**src/rtl/leak_integrate_unit.sv**
```systemverilog
// Leak/integrate/fire sweep over the shared membrane-potential RAM.
// One start pulse walks every neuron (read, leak, threshold, write back) and ends with a done pulse.
module leak_integrate_unit #(
  parameter int N_NEURONS  = 64,
  parameter int ADDR_W     = 6,
  parameter int VMEM_W     = 16,
  parameter int LEAK_SHIFT = 4,
  parameter int V_TH       = 256,
  parameter int V_RESET    = 0
) (
  input  logic              clk,
  input  logic              rst,
  input  logic              start,
  input  logic [15:0]       tu,
  output logic              done,
  output logic              busy,
  output logic              mem_rd_en,
  output logic              mem_wr_en,
  output logic [ADDR_W-1:0] mem_addr,
  input  logic [VMEM_W-1:0] mem_rd_data,
  output logic [VMEM_W-1:0] mem_wr_data,
  output logic              spike_valid,
  output logic [ADDR_W-1:0] spike_id,
  output logic [15:0]       spike_tu
);

  typedef enum logic [1:0] {IDLE, RD, WB, DONE} state_t;

  localparam logic [ADDR_W-1:0]        LAST  = ADDR_W'(N_NEURONS - 1);
  localparam logic signed [VMEM_W-1:0] TH    = VMEM_W'(V_TH);
  localparam logic signed [VMEM_W-1:0] RST_V = VMEM_W'(V_RESET);

  state_t              state;
  logic [ADDR_W-1:0]   idx;
  logic signed [VMEM_W-1:0] v, v_new;
  logic                fire;

  always_ff @(posedge clk or posedge rst) begin
    if (rst) begin
      state <= IDLE;
      idx   <= '0;
    end else begin
      case (state)
        IDLE: if (start) begin
          state <= RD;
          idx   <= '0;
        end
        RD:   state <= WB;
        WB: begin
          if (idx == LAST) state <= DONE;
          else begin
            state <= RD;
            idx   <= idx + ADDR_W'(1);
          end
        end
        DONE: begin
          state <= IDLE;
          idx   <= '0;
        end
        default: state <= IDLE;
      endcase
    end
  end

  // Read data is only meaningful in WB; arithmetic shift keeps leak toward -inf for negatives.
  assign v     = mem_rd_data;
  assign v_new = v - (v >>> LEAK_SHIFT);
  assign fire  = (state == WB) && (v_new >= TH);

  assign busy        = (state != IDLE);
  assign done        = (state == DONE);
  assign mem_rd_en   = (state == RD);
  assign mem_wr_en   = (state == WB);
  assign mem_addr    = (mem_rd_en || mem_wr_en) ? idx : '0;
  assign mem_wr_data = !mem_wr_en ? '0 : (fire ? RST_V : v_new);
  assign spike_valid = fire;
  assign spike_id    = fire ? idx : '0;
  assign spike_tu    = fire ? tu : '0;

endmodule

```
**config.mk**
```make
export PLATFORM = sky130hd
export DESIGN_NAME = leak_integrate_unit
export DESIGN_NICKNAME = d
export VERILOG_FILES = /design/src/rtl/leak_integrate_unit.sv
export SDC_FILE = /design/constraint.sdc
export NUM_CORES = 1
export LEC_CHECK = 0
export CORE_ASPECT_RATIO = 1.25
export CORE_MARGIN = 8
export CORE_UTILIZATION = 40
export DETAILED_ROUTE_END_ITERATION = 10
export PLACE_DENSITY = 0.88
export SYNTH_ARGS = -nofsm -noshare
export SYNTH_HDL_FRONTEND = slang
export SYNTH_SLANG_ARGS = --single-unit
export TNS_END_PERCENT = 1
```
**constraint.sdc**
```tcl
create_clock -name clk -period 2.9 [get_ports clk]
set_clock_uncertainty 0.15 [all_clocks]
set_input_delay 0.29 -clock clk [delete_from_list [all_inputs] [get_ports clk]]
set_output_delay 0.29 -clock clk [all_outputs]
set_load 0.02 [all_outputs]
```
==> results_dict.tcl <==
set metrics [dict create \
    die-area_sq_um 7811 \
    max_freq_mhz 282.8 \
    rr_endpoint "idx[2]" \
    end_kind "output pin" \
    hold_ws_ps 165.9 \
    cap_viol_max_count 0 \
    tritoncts "done" \
    clkLatencyLatePin_ps 230 \
    synth_edf_count 0 \
    syn2layout_area_growth_pct 114.7 \
    ys_seq_elements 8 \
    finalMaxSlewViolations 0 \
    drt_wl_total_microns 12950 \
    max_slew_margin_pct 62.41 \
    drive_above_1_share_pct 54.77 \
    drt-pass1-iter-count 6 \
    place.gp.congestion 0.9366 \
    synth_flop_cell "dfrtp_1" \
    synthCells 275 \
    cts_htree_levels 1 \
    finalSetupViolCount 39 \
    die_y_microns 96.83 \
    cts_root_buf "clkbuf_8" \
    worst_pin_slew_ps 558.0 \
    switching_share_pct 53.08 \
    worst_slack_ps -636.6 \
    ant_nets 0 \
    synth_top_cell_by_area "a211oi_2" \
    combPwrFrac_pct 84.7 \
    violations "negative setup slack" \
    timing.final.crit_share_pct 122.0 \
    reg2reg_from "state[0]" \
    antenna_found_initial 0 \
    yosys-top-cells-count "nand2_1 (46), a211oi_2 (21), ha_1 (21), inv_1 (21), a21oi_1 (12)" \
    num_rows 29 \
    seqPwrFrac_pct 8.5 \
    hold_path.class "input port to async pin" \
    final.min_clock_period_ps 3537 \
    fp.dieW_microns 80.67 \
    yosys-top-cells-area "a211oi_2 (13%), ha_1 (13%), dfrtp_1 (9.6%)" \
    r2r_cells 10 \
    crit_fanout 4 \
    worst-setup-path-type "input port to output pin" \
    start_util_pct 41.45 \
    place_ws_ps -1402 \
    async_reset_ff_share_pct 100.0 \
    p_switching_w 0.001056 \
    grt_pass1_vias 3235 \
    cts_buffer_depth 2 \
    critPathRequiredTime_ps 2460 \
    p_per_area_nw_per_um2 443.1 \
    yosysMostFrequentCell "nand2_1" \
    layout.nets 499 \
    grt_pass1_wl_microns 16530 \
    drt_iter0_drc 341 \
    dp_hpwl_microns 6572 \
    netlist_area_sq_um 2091 \
    track_usage_pct 26.07 \
    vdd.ir_drop.worst_mv 0.2834 \
    cp.arrival_ps 3100 \
    yosysUniqueCellTypes 57 \
    vias 3252 \
    synth_top_area_share_pct 12.57 \
    postCtsHoldBufs 0 \
    grt.overflow.total 0 \
    outcome "complete, but fails checks" \
    clkTransAtPathRegs_ps 40 \
    clock_sinks 8 \
    p_int_w 0.0009331 \
    cts_inserted_buffers 3 \
    synth_nets 332 \
    r2r_slack_ps 410 \
    rsz0062_at_grt "yes" \
    syn_avg_cell_area_sq_um 7.603 \
    pin_count 84 \
    pwr-share-clk_pct 6.8 \
    ys_warn_count 0 \
    grt_start_max_net_pins 26 \
    vias_per_cell 6.478 \
    ys_seq_area_share_pct 9.575 \
    routedWlPerCell_microns 25.80 \
    core_area_sq_um 5044 \
    p_leak_nw 1.853 \
    hold_violations 0 \
    drc 0 \
    cp-start-kind "input port" \
    io_buffers 83 \
    antenna_cells 0 \
]
==> routing by layer <==
layer | GRT usage [%] | share of wire, % | up-vias
li1 | - | - | 1329
met1 | 27.84 | 34 | 1512
met2 | 47.65 | 49 | 302
met3 | 3.611 | 9.3 | 109
met4 | 12.00 | 8.1 | 0
met5 | 0 | 0 | -
==> flip-flops by register name (all words and copies together), names as in the netlist <==
register / count
idx: 6
state: 2
==> worst max-delay path by stage <==
stage	endpoint	cells past startpoint	from
after floorplan	mem_wr_data[0]	10	mem_rd_data[0]
after global placement	spike_tu[3]	13	mem_rd_data[0]
after detailed placement	spike_tu[0]	13	mem_rd_data[0]
after CTS	mem_wr_data[0]	13	mem_rd_data[4]
after global routing	spike_id[2]	14	mem_rd_data[6]
final	spike_id[2]	14	mem_rd_data[6]
==> critical path, stage by stage <==
cell	delay [ps]
clkdlybuf4s15_2	240
inv_1	120
ha_4	190
buf_4	150
nor2_2	110
a21o_4	180
a21oi_1	90
o21ai_0	480
a22oi_2	120
buf_4	180
buf_4	120
and4b_2	290
a2111oi_4	340
buf_4	200
==> what timing repair did <==
item / CTS / global route
endpoints found under the setup margin: 39 / 39
pin swaps: 29 / 21
gates resized for setup: 317 / 31
cloned: 2 / 0
buffers inserted: 13 / 12
==> area by class of cell <==
type / count / area (sq um)
Clock buffer: 3 / 41.29
Multi-Input combinational cell: 228 / 2397
Sequential cell: 8 / 200.2
Tap cell: 62 / 77.57
Fill cell: 208 / 555.5
Inverter: 21 / 81.33
Timing Repair Buffer: 180 / 1690
==> cell usage in the layout (no fill, tap or decap), types with 4 or more instances in the layout <==
cell type        Yosys  final
buf_4                1     90
nand2_1             46     44
buf_6                3     38
clkdlybuf4s50_1      0     28
a211oi_4             1     23
ha_4                 0     14
inv_1               21     13
a21oi_1             12     10
dlygate4sd2_1        0     10
and2_1              11      9
nand4_1              8      8
dfrtp_1              8      8
inv_2                0      7
ha_1                21      7
buf_12               0      7
nand3_1              6      6
nor2_1               8      5
o31ai_4              0      5
o31ai_1             10      4
o21ai_1              3      4
a21oi_2              3      4
a2111oi_4            0      4
and3_1               5      4
xnor2_1              5      4
==> stage by stage <==
step | area (sq um) | total power [W] | std cells | util (%) | TNS (ps)
4_1_cts | 4278 | 0.001779 | 492 | 84.82 | -10570
6_report | 4488 | 0.001989 | 502 | 88.99 | -17490
3_5_place_dp | 3734 | 0.001503 | 474 | 74.03 | -48280
2_1_floorplan | 2344 | 0.0009514 | 275 | - | -3869
3_3_place_gp | 3734 | 0.001450 | 474 | 74.03 | -44880
5_1_grt | 4488 | 0.002063 | 502 | 88.99 | -18160
==> cell families after synthesis <==
logic type	count (synthesis)	synth area share [%]
AOI/OAI and AO/OA	90	37.22
xor gates and xnor gates	9	4.130
adders and majority gates	22	13.52
buffers and inverters	40	8.917
DFF	8	9.575
muxes	2	1.017
and+or+nand+nor	104	25.61
==> power groups by stage <==
| stage | registers, W | logic, W | clock network [W] |
|---|---|---|---|
| 6_report | 0.000168 | 0.00168 | 0.000136 |
| 5_1_grt | 0.000172 | 0.00175 | 0.000141 |
| 4_1_cts | 0.000166 | 0.00148 | 0.000135 |
| 3_5_place_dp | 0.000166 | 0.00134 | 0 |
| 3_3_place_gp | 0.000164 | 0.00129 | 0 |
| 2_1_floorplan | 0.000159 | 0.000792 | 0 |
No activity file was read; power rests on OpenSTA's default activity.
